`config.mk`:
```
export PLATFORM = sky130hd
export DESIGN_NAME = ex_mem_buffer
export DESIGN_NICKNAME = d
export VERILOG_FILES = /design/src/rtl/ex_mem_buffer.sv
export SDC_FILE = /design/constraint.sdc
export NUM_CORES = 1
export LEC_CHECK = 0
export CORE_MARGIN = 3
export CORE_UTILIZATION = 30
export CTS_CLUSTER_SIZE = 40
export DETAILED_ROUTE_END_ITERATION = 8
export GPL_TIMING_DRIVEN = 1
export PLACE_DENSITY = 0.5
export RECOVER_POWER = 50
export SYNTH_ARGS = -nofsm -noshare
export SYNTH_HDL_FRONTEND = slang
export SYNTH_SLANG_ARGS = --single-unit
```
`constraint.sdc`:
```
create_clock -name clk -period 36.2 [get_ports clk]
set_input_delay 3.62 -clock clk [delete_from_list [all_inputs] [get_ports clk]]
set_output_delay 3.62 -clock clk [all_outputs]
set_load 0.01 [all_outputs]
```
`src/rtl/ex_mem_buffer.sv`:
```
// Two-entry registered skid buffer between the EX-stage ALU and the MEM stage.
// Also flags, stickily, any accepted entry whose zero flag disagrees with its result.
module ex_mem_buffer #(
    parameter int DATA_W = 64,
    parameter int RD_W   = 5
) (
    input  logic              clk,
    input  logic              reset_n,
    input  logic              in_valid,
    output logic              in_ready,
    input  logic [DATA_W-1:0] in_z,
    input  logic              in_zero,
    input  logic [DATA_W-1:0] in_store_data,
    input  logic [RD_W-1:0]   in_rd,
    input  logic              in_mem_read,
    input  logic              in_mem_write,
    input  logic              in_reg_write,
    input  logic              flush,
    output logic              out_valid,
    input  logic              out_ready,
    output logic [DATA_W-1:0] out_z,
    output logic              out_zero,
    output logic [DATA_W-1:0] out_store_data,
    output logic [RD_W-1:0]   out_rd,
    output logic              out_mem_read,
    output logic              out_mem_write,
    output logic              out_reg_write,
    output logic [1:0]        count,
    output logic              zero_err
);

    typedef struct packed {
        logic [DATA_W-1:0] z;
        logic              zero;
        logic [DATA_W-1:0] store_data;
        logic [RD_W-1:0]   rd;
        logic              mem_read;
        logic              mem_write;
        logic              reg_write;
    } entry_t;

    entry_t      slot [2];
    entry_t      in_entry;
    logic        head;
    logic [1:0]  count_q;
    logic        zero_err_q;
    logic        push;
    logic        pop;
    logic        wr_idx;

    // Handshake: a transfer happens on a rising edge where valid and ready are
    // both high; in_ready depends only on registered occupancy, never on out_ready.
    assign in_ready  = (count_q != 2'd2);
    assign out_valid = (count_q != 2'd0);
    assign push      = in_valid & in_ready;
    assign pop       = out_valid & out_ready;
    assign wr_idx    = head ^ count_q[0];

    always_comb begin
        in_entry            = '0;
        in_entry.z          = in_z;
        in_entry.zero       = in_zero;
        in_entry.store_data = in_store_data;
        in_entry.rd         = in_rd;
        in_entry.mem_read   = in_mem_read;
        in_entry.mem_write  = in_mem_write;
        in_entry.reg_write  = in_reg_write;
    end

    always_ff @(posedge clk) begin
        if (!reset_n) begin
            slot[0]    <= '0;
            slot[1]    <= '0;
            head       <= 1'b0;
            count_q    <= 2'd0;
            zero_err_q <= 1'b0;
        end else if (flush) begin
            // Flushed pushes are neither stored nor zero-checked.
            head    <= 1'b0;
            count_q <= 2'd0;
        end else begin
            if (push) begin
                slot[wr_idx] <= in_entry;
                if (in_zero != ~|in_z) begin
                    zero_err_q <= 1'b1;
                end
            end
            if (pop) begin
                head <= ~head;
            end
            count_q <= count_q + {1'b0, push} - {1'b0, pop};
        end
    end

    assign out_z          = slot[head].z;
    assign out_zero       = slot[head].zero;
    assign out_store_data = slot[head].store_data;
    assign out_rd         = slot[head].rd;
    assign out_mem_read   = slot[head].mem_read;
    assign out_mem_write  = slot[head].mem_write;
    assign out_reg_write  = slot[head].reg_write;
    assign count          = count_q;
    assign zero_err       = zero_err_q;

endmodule

```
### Word-level counts from Yosys, hierarchy flattened

Memories as Yosys holds them, arrays and structs flattened. A register that Yosys moved wholly into a read port is not among the register bits.
Cells that the tools add are included.

| word-level totals | value |
|---|---|
| flip-flop bits (word level) | 4 |
| RAM bits | 274 |
| bits of input ports | 142 |
| output and inout port bits | 142 |
| word-level logic and storage cells | 30 |
| memories kept | 1 |

Memory list:

| name | words | bits a word | rd ports | clocked after memory_dff | wr ports | RTL line | text |
|---|---|---|---|---|---|---|---|
| slot | 2 | 137 | 1 | 1 | 2 | 42 | `entry_t slot [2];` |

| cells by class | value |
|---|---|
| add/sub/neg operators | 2 |
| equality and inequality tests | 2 |
| multiplexer cells | 10 |
| bitwise gates (word level) | 6 |
| reductions and logical operators | 6 |

Operators by type and width:

| cell | count |
|---|---|
| $mux 137 | 1 |
| $reduce_or 137->1 | 1 |
| $reduce_or 64->1 | 1 |
| $mux 1 | 9 |
| $not 1->1 | 3 |
| $reduce_and 3->1 | 1 |
| $add 2x1->2 | 1 |
| $and 1x1->1 | 2 |
| $ne 2x2->1 const B | 1 |
| $reduce_bool 2->1 | 1 |
| $reduce_or 2->1 | 1 |
| $sub 2x1->2 | 1 |
| $logic_not 1->1 | 1 |
| $ne 1x1->1 | 1 |
| $xor 1x1->1 | 1 |

### Logic depth before layout (Yosys ltp)

| depth | value |
|---|---|
| depth in word-level cells | 8 |
| gate-level depth with buffers | 8 |
| mapped depth without buffers | 8 |

### Least setup slack after synthesis

Ideal clock, no wire load.

| timing path | value |
|---|---|
| path type | input -> register |
| start | input port flush |
| end | memory slot[0][0] (netlist name), enable pin |
| setup time | 0.822 ns |
| arrival | 13.667 ns |
| data required time | 35.378 ns |
| path slack | 21.711 ns |
| stages | 3 |
| buffers on the path | 0 |
| cells stage by stage | nand2b_1 or2_4 o21ai_0 |

RTL lines:

| element | RTL line | text |
|---|---|---|
| start: declaration | 18 | `input logic flush,` |
| end: declaration | 42 |  |

==> results.sh <==
export IMPL_cts_resized=0
export IMPL_drc=0
export IMPL_hold_buffers=0
export IMPL_root_buffer="clkbuf_16"
export IMPL_synth_warnings=0
export IMPL_grt_max_degree=78
export IMPL_arrival_ns=9.09
export IMPL_outcome="finished, violations left"
export IMPL_wl_mm=30.7
export IMPL_area_delta_synth_final_pct=36.2
export IMPL_power_density_nw_per_um2=48.0
export IMPL_total_power_uw=794
export IMPL_relSlewSlack=-1.92
export IMPL_cts_tree="built"
export IMPL_vias=7197
export IMPL_fin_crit_sh=0.248
export IMPL_drv_slew=398
export IMPL_grt_remaining_overflow=0
export IMPL_fmax_ghz=0.112
export IMPL_cts_sinks=279
export IMPL_hold_class="reg2reg"
export IMPL_hold_viol=0
export IMPL_syn_area_per_cell_um2=15.5
export IMPL_grt_pass1_vias=7410
export IMPL_power_leakage_uw=0.00591
export IMPL_dp_hpwl_mm=19.2
export IMPL_syn_cell_area_um2=12100
export IMPL_num_rows=73
export IMPL_die_h_um=207
export IMPL_violations="capacitance limit, slew limit"
export IMPL_wl_per_cell_um=19.0
export IMPL_tightest_slew_ns=4.33
export IMPL_synth_nets=926
export IMPL_io_buffers=283
export IMPL_cts_buffer_depth=3
export IMPL_cp_end_kind="register"
export IMPL_fp_dieW_um=207
export IMPL_max_cap_violations=7
export IMPL_insertedDiodeCount=0
export IMPL_worstSkewPairLatency_ns=0.51
export IMPL_fin_util=0.415
export IMPL_setup_viol=0
export IMPL_postSynthCellCount=782
export IMPL_antenna_found_initial=4
export IMPL_clk_pin_slew_ns=0.06
export IMPL_rsz0062_at_grt="no"
export IMPL_path_max_fanout=58
export IMPL_cts_max_level=2
export IMPL_initial_core_util=0.305
export IMPL_fin_skew_ns=0.00883
export IMPL_ys_ff_latch=279
export IMPL_critical_path_class="in2reg"
export IMPL_layout_min_cycle_time_ns=8.96
export IMPL_dr_first_iter_drc_count=314
export IMPL_finalNonFillerCells=1614
export IMPL_first_pass_iters=4
export IMPL_track_usage=0.140
export IMPL_seq_area_frac_synth=0.686
export IMPL_gp_congestion=0.722
export IMPL_dieArea_um2=42900
export IMPL_cts_made_buffers=34
export IMPL_design_core_area_um2=39800
export IMPL_layout_drive_gt1_share=0.176
export IMPL_start_kind="input pin"
export IMPL_vdd_drop_max_v=0.0000250
export IMPL_ant_nets=0
export IMPL_fillers=3744
export IMPL_synth_cell_types=23
export IMPL_required_ns=36.33
export IMPL_final_nets=1209
export IMPL_post_cts_setup_buffers=0
export IMPL_fin_tns_setup_ns=0
export IMPL_grt_first_pass_wirelength_mm=46.2
export IMPL_num_io_pins=284
export IMPL_viasPerCell=4.46
export IMPL_place_inst=1554
-- worst paths after layout --
path	startpoint	to	slack, ns	cells past startpoint
worst max-delay path	reset_n	slot[0][103]$_SDFFCE_PN0P_	27.24	5
worst min-delay path	zero_err$_SDFFE_PN0P_	zero_err$_SDFFE_PN0P_	0.48	2
worst max register to register	count[0]$_SDFF_PP0_	slot[0][103]$_SDFFCE_PN0P_	30.42	5
worst min register to register	zero_err$_SDFFE_PN0P_	zero_err$_SDFFE_PN0P_	0.48	2
-- flip-flops by register name, indices dropped and copies added (netlist names), named ones only --
register	cells
slot	274
count	2
head	1
zero_err	1
-- kinds of logic (layout without fill, tap and decap cells) --
logic type / Yosys count / in the layout / share of synthesized area
flip-flops: 279 / 279 / 0.686
AO/OA/AOI/OAI: 3 / 3 / 0.00124
XOR/XNOR: 6 / 6 / 0.00433
adder cells (fa/ha/maj): 2 / 2 / 0.00206
multiplexers: 137 / 137 / 0.127
buffers and inverters: 47 / 354 / 0.0210
AND/OR/NAND/NOR: 308 / 308 / 0.159
-- power by group --
group | switching (uW) | leakage [uW] | internal, uW
Clock | 128 | 0.000538 | 206
Sequential | 4.52 | 0.00289 | 374
Combinational | 36.3 | 0.00249 | 45.7
-- through the flow --
step | setup WS (ns) | hold slack (ns) | area [um2]
2_1_floorplan | 21.71 | 0.483 | 12100
3_3_place_gp | 29.35 | 0.504 | 15500
3_5_place_dp | 29.32 | 0.482 | 15500
4_1_cts | 28.95 | 0.490 | 16600
5_1_grt | 26.46 | 0.503 | 16500
6_report | 27.24 | 0.481 | 16500
-- layout by cell type (no fill, tap or decap) --
cell	count
and2_0	129
and2_1	146
buf_4	5
bufinv_16	3
clkbuf_1	10
clkbuf_16	37
clkdlybuf4s50_1	262
clkinv_1	8
clkinv_2	5
clkinvlp_4	1
dfxtp_1	5
dlygate4sd3_1	21
edfxtp_1	274
ha_1	2
inv_1	2
mux2_1	1
mux2_2	136
nand2_1	1
nand2_2	1
nand2b_1	1
nand2b_2	1
nand4_1	4
nor2_1	4
nor2_4	2
nor4_1	17
o21ai_0	3
or2_0	1
or2_2	1
xnor2_1	4
xor2_1	2
-- critical path, cell delays in order --
cell	delay (ns)
dlygate4sd3_1	0.61
nand2b_1	0.14
or2_0	0.37
o21ai_0	3.24
buf_4	1.04
-- Yosys cell counts, drive strengths merged --
library cell / number / share of area
xnor2: 4 / 0.0029
and2: 275 / 0.14
buf: 17 / 0.0091
edfxtp: 274 / 0.68
xor2: 2 / 0.0014
or2: 2 / 0.0012
nand2: 2 / 0.00082
ha: 2 / 0.0021
nand2b: 2 / 0.0012
nor4: 17 / 0.0088
nor2: 6 / 0.0031
clkbuf: 28 / 0.011
dfxtp: 5 / 0.0082
mux2: 137 / 0.13
inv: 2 / 0.00062
nand4: 4 / 0.0021
o21ai: 3 / 0.0012
-- layer usage --
metal / vias up / part of all wire / GRT usage
met2: 208 / 0.48 / 0.228
met4: 8 / 0.017 / 0.0318
met3: 49 / 0.065 / 0.0414
met1: 3558 / 0.43 / 0.188
li1: 3374 / - / -
met5: - / 0.0018 / 0
-- area by class of cell --
cell class / instances / area, um2 / area share
Tap cell: 525 / 657 / 0.0397
Inverter: 2 / 7.51 / 0.000454
Clock inverter: 17 / 153 / 0.00923
Clock buffer: 43 / 948 / 0.0573
Timing Repair Buffer: 292 / 2890 / 0.174
Multi-Input combinational cell: 456 / 3560 / 0.215
Sequential cell: 279 / 8330 / 0.503
(Power assumes the default switching activity.)
